===== src/rtl/vga_timing_pkg.sv =====
// Shared 640x480@60 raster constants and window helper, used by this timing
// generator and by the downstream colour stage.
package vga_timing_pkg;

  localparam int COUNT_W = 10;

  localparam int CLK_DIV = 4;
  localparam int H_TOTAL = 800;
  localparam int H_SYNC  = 96;
  localparam int H_START = 144;
  localparam int H_END   = 783;
  localparam int V_TOTAL = 525;
  localparam int V_SYNC  = 2;
  localparam int V_START = 35;
  localparam int V_END   = 514;

  // True when a count lies inside the inclusive range [lo, hi].
  function automatic logic in_window(input logic [COUNT_W-1:0] val,
                                     input int lo, input int hi);
    return (int'(val) >= lo) && (int'(val) <= hi);
  endfunction

endpackage


===== src/rtl/clk_en_div.sv =====
// Board-clock divider: asserts tick on the clock where the divider sits on its
// last count, so the edge that samples tick is the pixel advance edge.
module clk_en_div #(
  parameter int CLK_DIV = 4
) (
  input  logic clk,
  input  logic rst,
  output logic tick
);

  // A 1-bit counter is kept for CLK_DIV=1 so widths stay legal; it never moves.
  localparam int DIV_W = (CLK_DIV > 1) ? $clog2(CLK_DIV) : 1;
  localparam logic [DIV_W-1:0] DIV_LAST = DIV_W'(CLK_DIV - 1);

  logic [DIV_W-1:0] div_cnt;

  assign tick = (div_cnt == DIV_LAST);

  // Free-running modulo-CLK_DIV counter.
  always_ff @(posedge clk or negedge rst) begin
    if (!rst) begin
      div_cnt <= '0;
    end else if (tick) begin
      div_cnt <= '0;
    end else begin
      div_cnt <= div_cnt + 1'b1;
    end
  end

endmodule


===== src/rtl/vga_timing_gen.sv =====
// VGA raster timing: pixel/line counters with sync and visible-window flags.
// Flags are derived from the next count values and loaded on the same edge as
// the counts, so counts and flags always describe the same pixel.
module vga_timing_gen
  import vga_timing_pkg::*;
#(
  parameter int CLK_DIV = vga_timing_pkg::CLK_DIV,
  parameter int H_TOTAL = vga_timing_pkg::H_TOTAL,
  parameter int H_SYNC  = vga_timing_pkg::H_SYNC,
  parameter int H_START = vga_timing_pkg::H_START,
  parameter int H_END   = vga_timing_pkg::H_END,
  parameter int V_TOTAL = vga_timing_pkg::V_TOTAL,
  parameter int V_SYNC  = vga_timing_pkg::V_SYNC,
  parameter int V_START = vga_timing_pkg::V_START,
  parameter int V_END   = vga_timing_pkg::V_END
) (
  input  logic               clk,
  input  logic               rst,
  output logic [COUNT_W-1:0] hCount,
  output logic [COUNT_W-1:0] vCount,
  output logic               hSync,
  output logic               vSync,
  output logic               bright,
  output logic               pix_en,
  output logic               frame_start
);

  localparam logic [COUNT_W-1:0] H_LAST = COUNT_W'(H_TOTAL - 1);
  localparam logic [COUNT_W-1:0] V_LAST = COUNT_W'(V_TOTAL - 1);

  logic               tick;
  logic               h_wrap;
  logic               v_wrap;
  logic [COUNT_W-1:0] h_next;
  logic [COUNT_W-1:0] v_next;

  clk_en_div #(
    .CLK_DIV(CLK_DIV)
  ) u_div (
    .clk (clk),
    .rst (rst),
    .tick(tick)
  );

  // Position that the next advance moves to, wrapping line and frame.
  always_comb begin
    h_wrap = (hCount == H_LAST);
    v_wrap = (vCount == V_LAST);
    h_next = h_wrap ? '0 : hCount + 1'b1;
    v_next = vCount;
    if (h_wrap) begin
      v_next = v_wrap ? '0 : vCount + 1'b1;
    end
  end

  // Counters, flags and strobes; everything holds between advances.
  always_ff @(posedge clk or negedge rst) begin
    if (!rst) begin
      hCount      <= '0;
      vCount      <= '0;
      hSync       <= 1'b0;
      vSync       <= 1'b0;
      bright      <= 1'b0;
      pix_en      <= 1'b0;
      frame_start <= 1'b0;
    end else begin
      pix_en      <= tick;
      frame_start <= tick && h_wrap && v_wrap;
      if (tick) begin
        hCount <= h_next;
        vCount <= v_next;
        hSync  <= (int'(h_next) >= H_SYNC);
        vSync  <= (int'(v_next) >= V_SYNC);
        bright <= in_window(h_next, H_START, H_END) &&
                  in_window(v_next, V_START, V_END);
      end
    end
  end

endmodule


===== config.mk =====
export PLATFORM = sky130hd
export DESIGN_NAME = vga_timing_gen
export DESIGN_NICKNAME = d
export VERILOG_FILES = /design/src/rtl/vga_timing_pkg.sv /design/src/rtl/clk_en_div.sv /design/src/rtl/vga_timing_gen.sv
export SDC_FILE = /design/constraint.sdc
export NUM_CORES = 1
export LEC_CHECK = 0
export ABC_AREA = 1
export BUFFER_PORTS_ARGS = -buffer_cell sky130_fd_sc_hd__clkbuf_2
export CORE_ASPECT_RATIO = 1.4
export CORE_UTILIZATION = 45
export CTS_BUF_LIST = sky130_fd_sc_hd__clkbuf_16
export DETAILED_ROUTE_END_ITERATION = 8
export GPL_TIMING_DRIVEN = 0
export MAX_ROUTING_LAYER = met4
export PLACE_DENSITY = 0.73
export SLEW_MARGIN = 0
export SYNTH_ARGS = -nofsm -noshare
export SYNTH_HDL_FRONTEND = slang
export SYNTH_HIERARCHICAL = 1
export SYNTH_SLANG_ARGS = --single-unit

===== constraint.sdc =====
create_clock -name clk -period 2.26 [get_ports clk]
set_input_delay 0.113 -clock clk [delete_from_list [all_inputs] [get_ports clk]]
set_output_delay 0.113 -clock clk [all_outputs]
set_load 0.02 [all_outputs]

==> flow_summary.ini <==
[status]
status = finished, final reports clean

[detailed_routing]
route.vias.total = 1785
drc = 0
totalWireLength_um = 4333
drt_iter0_markers = 49
avgRoutedWirePerCell_um = 12.78
dr.pass1.iters = 4
viasPerCell = 5.265
final_antenna_net_count = 0

[global_route]
use_met1_pct = 25.90
grt_use_total_pct = 22.46
grt_pass1_wl_um = 7672
met3_usage_pct = 3.167
antenna_found_initial = 0
first_global_vias = 1712
overflow = 0
met2_usage_pct = 39.52
grt_max_degree = 28
grt.busiest_layer = met2

[pwr]
total_power_uw = 905.0
power_frac_comb_pct = 1.3
p_sw_share_pct = 20.04
p_seq_share_pct = 53.4
p_leak_nw = 1.195
power_switching_uw = 181.4
p_int_uw = 723.6
p_per_area_mw_per_mm2 = 425.7
irDropWorstVdd_uv = 302.4
p_clk_share_pct = 45.4

[synth]
syn_area_per_cell_um2 = 6.962
synth_cell_types = 31
ys_top_cells_by_area = dfrtp_1, nand2_1, inv_1
ys_seq_area_share_pct = 36.49
synth_warnings = 6
ys_ff_latch = 27
post-synth-top-count-cell = nand2_1
postSynthNetCount = 273
synthArstFlopShare_pct = 100.0
synth_enable_flop_cells = 0
postSynthCellCount = 266
ys.flop_type = dfrtp_1
syn_area_mm2 = 0.001852
yosysTopAreaCell = dfrtp_1
yosys.area.top_type_share_pct = 36.49
synth_commonest_cells = nand2_1, inv_1, dfrtp_1

[timing]
setup_tns_ps = 0
finalSetupViolCount = 0
whs_ps = 426.8
fin_crit_ps = 2029
slew_headroom_pct = 53.65
clock.fmax_mhz = 492.9
timing.final.hold_violations = 0
worst_pin_slew_ps = 695.3
finalCritPeriodShare_pct = 89.77
slew_viol_final = 0
rsz0062_at_grt = no
fin_skew_ps = 3.593
worst_slack_ps = 231.3

[clock_network]
cts.root.buffer_cell = clkbuf_16
path_clk_slew_ps = 70
clk-insertion-delay-late_ps = 260
cts_buffers = 3
clockBufferDepth = 2
cts_sinks = 27
postCtsSetupBuffers = 0
cts_max_level = 1
cts_tree = done

[final_layout]
stdcell_count = 339
area_delta_synth_final_pct = 14.80
num_antenna_cells = 0
nFillCells = 390
drive_gt1_share_pct = 19.59
nNetsFinal = 304

[floorplanning]
io_pins = 27
num_rows = 27
die_w_um = 56.22
dieArea_mm2 = 0.004379
core_mm2 = 0.003953
initial_core_util_pct = 46.85
floorplan.die.height_um = 77.90

[placed_design]
gp_congestion = 0.8817
place_ws_ps = 243.9
place_inst = 335
hpwl_um = 3201
io_buffers = 26

[worst_setup_path]
critPathMaxFanout = 9
worstReg2RegStart = hCount[1]
r2r_setup_slack_ps = 230
crit_arrival_ps = 2190
crit_type = reg2reg
r2r_cells = 12
reg2reg_to = vSync
critical_path.startpoint = hCount[1]
cp.required_ps = 2420
end_kind = flip-flop
crit_end = vSync
worstSetupStartpointType = flip-flop

[flow_run]
drv_cap = 0

[worst_hold_path]
hold_class = in2async
[how the worst min path moves through the flow]
| stage | start | endpoint | depth (start not counted) |
|---|---|---|---|
| after floorplan | rst | bright | 0 |
| after CTS | u_div/div_cnt[0] | u_div/div_cnt[0] | 1 |
| final | rst | vCount[6] | 2 |
| after global routing | u_div/div_cnt[0] | u_div/div_cnt[0] | 1 |
| after detailed placement | rst | vCount[6] | 1 |
| after global placement | rst | vCount[6] | 1 |
[placed cells by master, fill, tap and decap left out, types with 2 or more instances in the layout]
cell       netlist  layout
ha_1             5       5
nand3_1         23      23
buf_2            2       2
clkbuf_16        0       3
inv_2            4       4
o31ai_1          2       2
nor2_4           2       2
nor2_1          24      24
xor2_1           4       4
nand3_2          2       2
dfrtp_1         27      27
inv_1           32      32
nand4_1          7       7
nand2_1         79      79
o21ai_0         21      21
clkbuf_1         4       3
clkbuf_2         0      26
nor2_2           7       7
nand2_2          6       6
o21bai_1         2       2
[routing by layer]
layer	vias to the layer above	part of all wire [%]	wire length, um
met5	-	0	0
met4	0	2.1	92
met3	11	4.1	176
met2	51	52	2238
met1	827	42	1825
li1	896	-	-
[registers in the layout, indices dropped and copies added (netlist names)]
register / count
bright: 1
frame_start: 1
hCount: 10
hSync: 1
pix_en: 1
u_div/div_cnt: 2
vCount: 10
vSync: 1
[cells by family (layout without fill, tap and decap cells)]
family / after synthesis / count (layout) / share of synthesized area, %
fa+ha+maj: 5 / 5 / 3.378
flops: 27 / 27 / 36.49
compound gates: 29 / 29 / 8.716
buf+inv: 44 / 74 / 9.257
simple gates: 156 / 156 / 39.80
xor+xnor: 5 / 5 / 2.365
[layout make-up]
cell class,count,area [um2],area share (%)
inverters,37,142.6,6.710
flip-flops and latches,27,675.6,31.78
multi-input cells,195,1005,47.26
clock inverters,1,5.005,0.2354
clock buffers,3,75.07,3.531
plain buffers,6,28.78,1.354
well taps,43,53.80,2.531
repair buffers,27,140.1,6.592
[critical path, cell delays in order (launching register included)]
cell	delay [ps]
dfrtp_1	420
ha_1	210
nand2_2	120
nor2_8	220
nand2_2	100
nor2_4	190
nand2_1	80
nand2_1	70
nand2_1	80
nor2_2	150
nand4_1	120
nor2_1	120
nor2_1	50
[power groups by stage]
stage / Combinational, mW / Sequential, mW / Clock (mW)
6_report: 0.0113 / 0.483 / 0.411
5_1_grt: 0.0135 / 0.483 / 0.437
4_1_cts: 0.0125 / 0.483 / 0.417
3_5_place_dp: 0.0112 / 0.492 / 0
3_3_place_gp: 0.0107 / 0.492 / 0
2_1_floorplan: 0.000000670 / 0.492 / 0
[metrics by stage]
stage	util [%]	cell area, um2
floorplan	-	1852
global placement	51.50	2036
detailed placement	51.50	2036
CTS	53.78	2126
global route	53.78	2126
finish	53.78	2126
[repair_timing]
action / CTS / global route
hold buffers: 1 / 0
resized for setup: 0 / 1
setup endpoints to repair: 0 / 2
hold endpoints to repair: 27 / 0
Note: power is estimated with default switching activity, not from simulation.
